--- src/rtl/cpu_csr_pkg.sv ---
// Shared definitions for the Zicsr execution block: CSR addresses, funct3
// encodings, FSM states and the implemented-CSR membership test.
package cpu_csr_pkg;

  localparam logic [11:0] CSR_CYCLE    = 12'hC00;
  localparam logic [11:0] CSR_CYCLEH   = 12'hC80;
  localparam logic [11:0] CSR_TIME     = 12'hC01;
  localparam logic [11:0] CSR_TIMEH    = 12'hC81;
  localparam logic [11:0] CSR_INSTRET  = 12'hC02;
  localparam logic [11:0] CSR_INSTRETH = 12'hC82;

  typedef enum logic [2:0] {
    F3_RSVD0  = 3'b000,
    F3_CSRRW  = 3'b001,
    F3_CSRRS  = 3'b010,
    F3_CSRRC  = 3'b011,
    F3_RSVD4  = 3'b100,
    F3_CSRRWI = 3'b101,
    F3_CSRRSI = 3'b110,
    F3_CSRRCI = 3'b111
  } funct3_e;

  typedef enum logic [1:0] {
    ST_IDLE,
    ST_READ,
    ST_WRITE,
    ST_DONE
  } state_e;

  function automatic logic is_impl_csr(input logic [11:0] addr);
    case (addr)
      CSR_CYCLE, CSR_CYCLEH, CSR_TIME,
      CSR_TIMEH, CSR_INSTRET, CSR_INSTRETH: return 1'b1;
      default:                              return 1'b0;
    endcase
  endfunction

endpackage

--- src/rtl/cpu_csr_alu.sv ---
// Read-modify-write datapath for the Zicsr instructions: produces the new
// CSR value from the old value and the (register or immediate) operand.
module cpu_csr_alu
  import cpu_csr_pkg::*;
(
  input  logic [2:0]  funct3_i,
  input  logic [31:0] old_i,
  input  logic [31:0] operand_i,
  output logic [31:0] new_o
);

  always_comb begin
    // NOTE: default first so every path assigns new_o and no latch is inferred.
    new_o = old_i;
    case (funct3_e'(funct3_i))
      F3_CSRRW, F3_CSRRWI: new_o = operand_i;
      F3_CSRRS, F3_CSRRSI: new_o = old_i | operand_i;
      F3_CSRRC, F3_CSRRCI: new_o = old_i & ~operand_i;
      default:             new_o = old_i;
    endcase
  end

endmodule

--- src/rtl/cpu_csr_exec.sv ---
// Zicsr execution FSM: latches a request, reads the CSR, computes and writes
// the new value, and reports done/illegal/retire three cycles after start.
module cpu_csr_exec
  import cpu_csr_pkg::*;
#(
  // One extra writable CSR the attached CSR file may implement.
  parameter logic [11:0] EXTRA_CSR_ADDR = CSR_CYCLE
) (
  input  logic        clk,
  input  logic        rst,
  input  logic        start,
  input  logic [2:0]  funct3,
  input  logic [11:0] csr_addr,
  input  logic [4:0]  rs1_idx,
  input  logic [31:0] rs1_val,
  input  logic        kill,
  output logic        busy,
  output logic        done,
  output logic        illegal,
  output logic [31:0] rd_val,
  output logic        retire,
  output logic [11:0] csr_addr_o,
  input  logic [31:0] csr_rdata,
  output logic [31:0] csr_wdata,
  output logic        csr_wr
);

  state_e      state_q;
  logic [2:0]  funct3_q;
  logic [11:0] addr_q;
  logic [4:0]  rs1_idx_q;
  logic [31:0] rs1_val_q;
  logic [31:0] rd_val_q;
  logic [31:0] wdata_q;
  logic        illegal_q;
  logic        wr_en_q;

  logic [31:0] operand;
  logic [31:0] wdata_d;
  logic        wr_intent;
  logic        illegal_d;

  assign operand   = funct3_q[2] ? {27'd0, rs1_idx_q} : rs1_val_q;
  // Set/clear forms with rs1/uimm of zero are pure reads.
  assign wr_intent = (funct3_q[1:0] == 2'b01) || (rs1_idx_q != 5'd0);
  assign illegal_d = (funct3_q[1:0] == 2'b00)
                  || !(is_impl_csr(addr_q) || (addr_q == EXTRA_CSR_ADDR))
                  || (wr_intent && (addr_q[11:10] == 2'b11));

  cpu_csr_alu u_alu (
    .funct3_i  (funct3_q),
    .old_i     (csr_rdata),
    .operand_i (operand),
    .new_o     (wdata_d)
  );

  always_ff @(posedge clk) begin
    // NOTE: sequential state uses non-blocking assignments only.
    if (rst) begin
      state_q   <= ST_IDLE;
      funct3_q  <= 3'd0;
      addr_q    <= 12'd0;
      rs1_idx_q <= 5'd0;
      rs1_val_q <= 32'd0;
      rd_val_q  <= 32'd0;
      wdata_q   <= 32'd0;
      illegal_q <= 1'b0;
      wr_en_q   <= 1'b0;
    end else if (kill) begin
      state_q <= ST_IDLE;
    end else begin
      case (state_q)
        ST_IDLE: if (start) begin
          funct3_q  <= funct3;
          addr_q    <= csr_addr;
          rs1_idx_q <= rs1_idx;
          rs1_val_q <= rs1_val;
          state_q   <= ST_READ;
        end
        ST_READ: begin
          rd_val_q  <= csr_rdata;
          wdata_q   <= wdata_d;
          illegal_q <= illegal_d;
          wr_en_q   <= wr_intent && !illegal_d;
          state_q   <= ST_WRITE;
        end
        ST_WRITE: state_q <= ST_DONE;
        default:  state_q <= ST_IDLE;
      endcase
    end
  end

  // kill must suppress the strobes in the very cycle it is seen.
  assign busy       = (state_q != ST_IDLE);
  assign done       = (state_q == ST_DONE) && !kill;
  assign retire     = done && !illegal_q;
  assign csr_wr     = (state_q == ST_WRITE) && wr_en_q && !kill;
  assign illegal    = illegal_q;
  assign rd_val     = rd_val_q;
  assign csr_wdata  = wdata_q;
  assign csr_addr_o = addr_q;

endmodule

--- config.mk ---
export PLATFORM = sky130hd
export DESIGN_NAME = cpu_csr_exec
export DESIGN_NICKNAME = d
export VERILOG_FILES = /design/src/rtl/cpu_csr_pkg.sv /design/src/rtl/cpu_csr_alu.sv /design/src/rtl/cpu_csr_exec.sv
export SDC_FILE = /design/constraint.sdc
export NUM_CORES = 1
export LEC_CHECK = 0
export ABC_AREA = 1
export ABC_CLOCK_PERIOD_IN_PS = 2800
export CAP_MARGIN = 20
export CORE_MARGIN = 4
export CORE_UTILIZATION = 35
export DETAILED_ROUTE_END_ITERATION = 10
export DONT_BUFFER_PORTS = 1
export SYNTH_ARGS = -nofsm -noshare
export SYNTH_HDL_FRONTEND = slang
export SYNTH_HIERARCHICAL = 1
export SYNTH_SLANG_ARGS = --single-unit
--- constraint.sdc ---
create_clock -name clk -period 2.8 [get_ports clk]
set_input_delay 0.56 -clock clk [delete_from_list [all_inputs] [get_ports clk]]
set_output_delay 0.56 -clock clk [all_outputs]
set_load 0.1 [all_outputs]
**Word-level counts from Yosys, hierarchy flattened**

Index checks and enable logic that the tools add are counted.

- Register bits after elaboration: 120
- Word-level logic and storage cells: 61
- Output and inout bits: 81

- Reductions and logical operators: 25
- Bitwise operators: 4
- Equality and inequality tests: 18
- Mux-type cells: 5

Operators by type and width:

| operator | number |
|---|---|
| $pmux 32 s3 | 1 |
| $eq 12x12->1 const B | 6 |
| $and 32x32->32 | 1 |
| $mux 32 | 1 |
| $not 32->32 | 1 |
| $or 32x32->32 | 1 |
| $eq 3x3->1 const B | 3 |
| $reduce_or 2->1 | 4 |
| $eq 2x2->1 const B | 3 |
| $eq 3x2->1 const B | 2 |
| $logic_and 1x1->1 | 6 |
| $pmux 2 s3 | 1 |
| $reduce_or 6->1 | 1 |
| $reduce_bool 5->1 | 1 |
| $eq 2x1->1 const B | 2 |
| $logic_not 1->1 | 4 |
| $logic_not 2->1 | 2 |
| $logic_or 1x1->1 | 4 |
| $eq 3x1->1 const B | 1 |
| $reduce_and 3->1 | 1 |
| $mux 2 | 1 |
| $ne 2x2->1 const B | 1 |
| $reduce_and 2->1 | 1 |
| $reduce_bool 2->1 | 1 |
| other kinds (2) | 2 |

**Depth between registers and ports, before layout**

Gate-level depths: netlist (run 1).

- Word-level depth: 9
- Mapped depth: 10

**Cells and area by module**

The synthesis (run 1) kept the hierarchy.

Modules (own cells, without submodules):

| module | cells an instance | area an instance (um^2) | seq. area each (um^2) | instances |
|---|---|---|---|---|
| cpu_csr_exec | 595 | 4,762.1 | 2,402.3 | 1 |
| cpu_csr_alu | 209 | 894.6 | 0.0 | 1 |

**Worst setup path before layout (run 1)**

Ideal clock, no wire load.

- Path type: register to output
- From: reg illegal_q, in the netlist illegal
- To: out retire
- Required time: 2.240 ns
- Stages on the path, launching flop included: 2
- Data arrival time: 2.857 ns
- Path buffers: 0
- Slack: -0.617 ns
- Cells stage by stage: dfxtp_1 -> nor3_1

- Word-level cells in the longest chain between the ends: 2

Ends and longest elaborated chain:

| item | RTL line | text |
|---|---|---|
| from (decl) | cpu_csr_exec.sv:35 | `logic illegal_q;` |
| from (signal assigned) | cpu_csr_exec.sv:83 | `illegal_q <= illegal_d;` |
| $logic_not 1->1 | cpu_csr_exec.sv:96 | `assign retire = done && !illegal_q;` |
| $logic_and 1x1->1 | cpu_csr_exec.sv:96 |  |
| to (decl) | cpu_csr_exec.sv:21 | `output logic retire,` |

No other way between the ends.

**Final worst setup path (run 1)**

- From: reg state_q[0]
- To: out csr_wr

- Word-level cells in the longest chain between the ends: 3

Ends and longest elaborated chain:

| item | RTL line | text |
|---|---|---|
| from (decl) | cpu_csr_exec.sv:28 | `state_e state_q;` |
| from (signal assigned) | cpu_csr_exec.sv:60 | `state_q <= ST_IDLE;` |
| from (signal assigned) | cpu_csr_exec.sv:70 | `state_q <= ST_IDLE;` |
| from (signal assigned) | cpu_csr_exec.sv:78 | `state_q <= ST_READ;` |
| $eq 2x2->1 | cpu_csr_exec.sv:97 | `assign csr_wr = (state_q == ST_WRITE) && wr_en_q && !kill;` |
| $logic_and 1x1->1 (2 in series) | cpu_csr_exec.sv:97 |  |
| to (decl) | cpu_csr_exec.sv:25 | `output logic csr_wr` |

No other way between the ends.

==> impl_metrics.csv, run 1 <==
group,metric,value,unit
outcome,status,"finished clean",
routing,drt-total-wl,14.8,mm
logic_synthesis,yosys.area.top_type,"dfxtp_1",
cts,clk_latency,0.41,ns
cts,clockBufferDepth,2,
placement,portBuffers,0,
global_routing,antenna_found_initial,0,
timing,fin_worst_skew,0.00583,ns
global_routing,grt_max_degree,66,
layout,area_delta_synth_final,13.7,%
logic_synthesis,seq_area_frac_synth,42.5,%
timing,fmax,0.491,GHz
global_routing,grt_pass1_vias,4399,
logic_synthesis,ys_top_cells_by_area,"dfxtp_1 (42%), nor2_1 (13%), nand2_1 (9.7%)",
logic_synthesis,netlist_instances,804,
layout,finalNonFillerCells,1032,
placement,gp_routability_congestion,0.748,
cts,cts_hold_buf,0,
routing,dr_total_vias,4769,
logic_synthesis,ys_types,28,
floorplanning,die_h,135,um
floorplanning,die_w,135,um
setup_path,crit_required,2.24,ns
layout,layout-drive-gt1-share,14.2,%
power_and_ir_drop,peakVddDrop,0.000417,V
setup_path,cp_slowest_cell,"dfxtp_1",
setup_path,critPathMaxFanout,3,
setup_path,cp.arrival,1.48,ns
routing,ant_nets,0,
layout,seq_area,0.00240,sq mm
logic_synthesis,yosys_warnings,6,
floorplanning,coreArea,0.0159,sq mm
cts,cts.repair.resized,0,
layout,multi_input_area,0.00252,sq mm
timing,fin_hold_ws,0.217,ns
routing,drc,0,
timing,fin_crit_sh,72.7,%
floorplanning,rows,46,
layout,final_nets,895,
floorplanning,initial_utilization,35.6,%
layout,n_fill_cell,1731,
timing,fin_crit,2.04,ns
timing,maxSlewHeadroom,33.2,%
logic_synthesis,yosysTopAreaCellShare,42.5,%
setup_path,max_stage_delay,0.33,ns
global_routing,grt_overflow_total,0,
setup_path,cp-start-kind,"register",
floorplanning,io_pins,169,
setup_path,endpoint_kind,"primary output",
logic_synthesis,synth_nets,896,
global_routing,grt_pass1_wl,23.8,mm
floorplanning,die_area,0.0183,sq mm
placement,dp_cells,1000,
logic_synthesis,ys_ff_latch,120,
timing,rsz0062_at_grt,"no",
cts,clock_sinks,120,
cts,cts_tree,"built",
timing,slew_violations,0,
run,maxCapViolCount,0,
logic_synthesis,syn-cell-area,0.00566,sq mm
layout,n_antenna_cell,0,
timing,fin_setup_tns,0,ns
power_and_ir_drop,power_density,795,mW/mm^2
timing,worst_pin_slew,1.00,ns
setup_path,crit_chain,"inv_1 > ha_1 > nand2_1 > nor2_2 > buf_4",
power_and_ir_drop,p_leak,2.63,nW
cts,numCtsBuffers,17,
hold_path,holdCritPathClass,"primary input to register",
routing,drt-pass1-iter-count,5,
routing,drt-initial-drc-count,213,
cts,path_clk_slew,0.05,ns
global_routing,track_usage,16.6,%
routing,routedWlPerCell,14.4,um
cts,h-tree-depth,4,
logic_synthesis,syn_area_per_cell,7.04,sq um
cts,postCtsSetupBuffers,0,
timing,finalHoldViolCount,0,
setup_path,path_class,"register to primary output",
timing,finalSetupViolations,0,
placement,hpwl,10.1,mm
routing,vias_per_cell,4.62,
cts,cts-root-buf,"clkbuf_16",
## cells by family (layout without fill, tap and decap cells)
kind of cell / after synthesis / in the layout / share of synthesized area (%)
AOI/OAI and AO/OA: 164 / 164 / 17.0
adders and majority gates: 4 / 4 / 0.885
buffers and inverters: 138 / 150 / 13.2
DFF: 120 / 120 / 42.5
and+or+nand+nor: 378 / 378 / 26.5
## worst max-delay path, delay by kind of cell, from the launching register on
family                     cells  cell delay (ns)
buffers and inverters          2             0.38
adders and majority gates      1             0.20
DFF                            1             0.33
and+or+nand+nor                2             0.15
## routing by layer
layer	share of wire [%]	global-route usage [%]
met1	45	21.0
met2	46	25.5
met3	7.9	6.32
met4	1.9	6.49
met5	0	0
## final timing paths
kind                   start            end  slack (ns)  cells past startpoint
setup / recovery  state_q[0]         csr_wr        0.76                      5
hold / removal           rst        wr_en_q        0.22                      1
setup reg to reg  state_q[0]  rs1_val_q[17]        0.92                      6
hold reg to reg      wr_en_q        wr_en_q        0.44                      2
## placed cells by master, fill, tap and decap left out
| master | n |
|---|---|
| clkinvlp_4 | 4 |
| o21ai_1 | 36 |
| nor2_2 | 2 |
| clkinv_2 | 3 |
| dfxtp_1 | 118 |
| nand2_1 | 146 |
| ha_1 | 4 |
| nand2_8 | 1 |
| nor3_4 | 1 |
| a21oi_2 | 18 |
| inv_2 | 2 |
| inv_4 | 1 |
| clkbuf_16 | 17 |
| clkinv_4 | 3 |
| dfxtp_2 | 2 |
| nand3_1 | 34 |
| inv_1 | 79 |
| o21ai_2 | 18 |
| buf_4 | 31 |
| a21oi_1 | 23 |
| o21ai_0 | 67 |
| nor2_1 | 191 |
| clkbuf_8 | 1 |
| inv_6 | 3 |
| buf_12 | 3 |
| nand3_4 | 1 |
| a211oi_1 | 2 |
| nand2_2 | 2 |
| bufinv_16 | 3 |
## where the power goes
| group | total [mW] | switching (mW) | internal, mW |
|---|---|---|---|
| logic | 0.705 | 0.507 | 0.198 |
| registers | 2.15 | 0.334 | 1.81 |
| clock network | 2.26 | 0.832 | 1.43 |
## cell usage after synthesis
cell	number
nor2_1	193
nand2_1	146
dfxtp_1	120
inv_1	79
o21ai_0	67
o21ai_1	36
nand3_1	34
a21oi_1	23
a21oi_2	18
o21ai_2	18
buf_6	16
buf_2	13
clkbuf_1	9
buf_4	8
ha_1	4
buf_8	3
a211oi_1	2
buf_1	2
clkbuf_2	2
inv_2	2
nand2_2	2
buf_12	1
clkinv_2	1
inv_4	1
inv_6	1
nand2_8	1
nand3_4	1
nor3_1	1
## flip-flops by register name, indices dropped and copies added, names as in the netlist
name	flops
wr_en_q	1
rs1_idx_q	5
rs1_val_q	32
rd_val	32
csr_wdata	32
state_q	2
illegal	1
csr_addr_o	12
funct3_q	3
## final cells by class
cell class                 instances  area share (%)
clock buffer                      18            6.83
clock inverter                    14            2.70
inverter                          84            5.04
multi-input combinational        546            39.3
sequential                       120            37.4
tap                              216            4.20
timing repair buffer              34            4.55
## stage by stage
stage / setup WS, ns / power, mW / util, % / instance area [sq um]
global route: 0.668 / 5.36 / 40.5 / 6430
detailed placement: 0.918 / 2.90 / 36.6 / 5820
global placement: 1.01 / 2.88 / 36.6 / 5820
floorplan: 0.232 / 2.80 / - / 5660
finish: 0.765 / 5.11 / 40.5 / 6430
CTS: 0.732 / 5.18 / 40.5 / 6430
Power figures use the tool's default switching activity.
==> inputs of run 2 (changes only) <==
--- a/config.mk
+++ b/config.mk
@@ -6,7 +6,7 @@
 export NUM_CORES = 1
 export LEC_CHECK = 0
 export ABC_AREA = 1
-export ABC_CLOCK_PERIOD_IN_PS = 2800
+export ABC_CLOCK_PERIOD_IN_PS = 2100
 export CAP_MARGIN = 20
 export CORE_MARGIN = 4
 export CORE_UTILIZATION = 35
==> constraint.sdc (replaced) <==
create_clock -name clk -period 2.1 [get_ports clk]
set_input_delay 0.42 -clock clk [delete_from_list [all_inputs] [get_ports clk]]
set_output_delay 0.42 -clock clk [all_outputs]
set_load 0.1 [all_outputs]
==> impl_metrics.csv, run 2 (same netlist as run 1, synthesis figures left out) <==
group,metric,value,unit
layout,final_common_cell,"nor2_1",
floorplanning,io_pins,169,
power_and_ir_drop,power_density,1030,mW/mm^2
routing,drc,0,
global_routing,track_usage,16.4,%
cts,postCtsSetupBuffers,0,
cts,path_clk_slew,0.05,ns
routing,ant_nets,0,
timing,fin_crit_sh,88.8,%
floorplanning,die_w,135,um
timing,layout_setup_ws,0.235,ns
timing,fin_hold_ws,0.0770,ns
global_routing,grt_overflow_total,0,
floorplanning,rows,46,
cts,clk_latency,0.41,ns
timing,maxSlewHeadroom,52.5,%
setup_path,path_depth,4,
cts,numCtsBuffers,17,
run,maxCapViolCount,0,
layout,seq_area,0.00240,sq mm
timing,fin_worst_skew,0.00715,ns
layout,multi_input_area,0.00252,sq mm
cts,cts_hold_buf,0,
placement,gp_routability_congestion,0.776,
setup_path,cp_common_cell,"inv_1",
layout,area_delta_synth_final,22.4,%
routing,drt-pass1-iter-count,4,
setup_path,cp.arrival,1.45,ns
setup_path,r2r_slack,0.42,ns
layout,n_fill_cell,1664,
timing,fin_setup_tns,0,ns
placement,portBuffers,0,
setup_path,worstReg2RegEnd,"csr_addr_o[4]",
setup_path,crit_chain,"inv_1 > ha_1 > inv_1 > buf_4",
cts,clock_sinks,120,
floorplanning,coreArea,0.0159,sq mm
timing,fin_crit,1.87,ns
routing,vias_per_cell,4.52,
routing,drt-initial-drc-count,269,
routing,dr_total_vias,4923,
layout,mostFrequentLayoutCells,"nor2_1 (191), nand2_1 (146), dfxtp_1 (118)",
setup_path,crit_buf_inv,3,
layout,fin_util,43.6,%
cts,cts_tree,"built",
power_and_ir_drop,peakVddDrop,0.000543,V
floorplanning,die_h,135,um
global_routing,grt_pass1_vias,4538,
timing,finalHoldViolCount,0,
setup_path,endpoint_kind,"primary output",
timing,slew_violations,0,
routing,routedWlPerCell,13.6,um
layout,final_nets,952,
setup_path,max_stage_delay,0.35,ns
setup_path,crit_family,"buffers and inverters",
placement,pre_cts_ws,0.402,ns
setup_path,crit_required,1.68,ns
global_routing,antenna_found_initial,1,
setup_path,critical_path.startpoint,"state_q[0]",
outcome,status,"finished clean",
timing,fmax,0.536,GHz
power_and_ir_drop,p_leak,2.97,nW
timing,finalSetupViolations,0,
setup_path,r2r-start,"state_q[0]",
setup_path,critPathMaxFanout,3,
setup_path,crit_end,"busy",
placement,hpwl,10.2,mm
floorplanning,die_area,0.0183,sq mm
floorplanning,initial_utilization,35.6,%
setup_path,path_class,"register to primary output",
timing,worst_pin_slew,0.710,ns
global_routing,grt_max_degree,118,
layout,layout-drive-gt1-share,19.6,%
cts,h-tree-depth,4,
setup_path,cp-start-kind,"register",
timing,rsz0062_at_grt,"no",
cts,clockBufferDepth,2,
hold_path,holdCritPathClass,"primary input to register",
cts,cts.repair.resized,0,
global_routing,grt_pass1_wl,23.6,mm
setup_path,cp_slowest_cell,"dfxtp_1",
cts,cts-root-buf,"clkbuf_16",
routing,drt-total-wl,14.8,mm
setup_path,reg2reg_depth,6,
run 2: changes by cell type in the layout (fill, tap and decap cells not counted):
cell | before | now
clkinv_2 | 3 | 1
bufinv_16 | 3 | 5
buf_12 | 3 | 4
clkbuf_1 | 0 | 2
clkbuf_8 | 1 | 3
inv_6 | 3 | 1
diode_2 | 0 | 1
clkinvlp_4 | 4 | 2
buf_4 | 31 | 87
run 2: metrics by stage:
step | cell area (sq um) | std cells | total power [mW]
after floorplan | 5670 | 804 | 3.73
after global placement | 6260 | 1057 | 3.92
after detailed placement | 6260 | 1057 | 3.94
after CTS | 6920 | 1089 | 7.21
after global routing | 6930 | 1090 | 7.47
final | 6930 | 1090 | 7.14
run 2: where the power goes:
group | switching [mW] | leakage, nW | internal, mW
Sequential | 0.0570 | 0.982 | 2.42
Combinational | 1.07 | 1.67 | 0.332
Clock | 1.05 | 0.317 | 2.21
Total | 2.18 | 2.97 | 4.96
run 2: how the worst min path moves through the flow:
stage             from  slack, ns  cells after the start  endpoint
5_1_grt            rst       0.05                      1   wr_en_q
3_5_place_dp   wr_en_q       0.43                      2   wr_en_q
3_3_place_gp   wr_en_q       0.43                      2   wr_en_q
6_report           rst       0.08                      1   wr_en_q
4_1_cts            rst       0.05                      1   wr_en_q
2_1_floorplan  wr_en_q       0.42                      2   wr_en_q
run 2: area by class of cell:
type / instances / area share (%)
Tap cell: 216 / 3.90
Inverter: 84 / 4.68
Multi-Input combinational cell: 546 / 36.5
Clock buffer: 22 / 6.85
Sequential cell: 120 / 34.7
Clock inverter: 10 / 2.76
Antenna cell: 1 / 0.0361
Timing Repair Buffer: 91 / 10.6
run 2: routing by layer:
layer  track usage, %  wire length, um
met1             20.7             6440
met2             26.1             6900
met3             5.98             1270
met4             5.26              209
met5                0                0
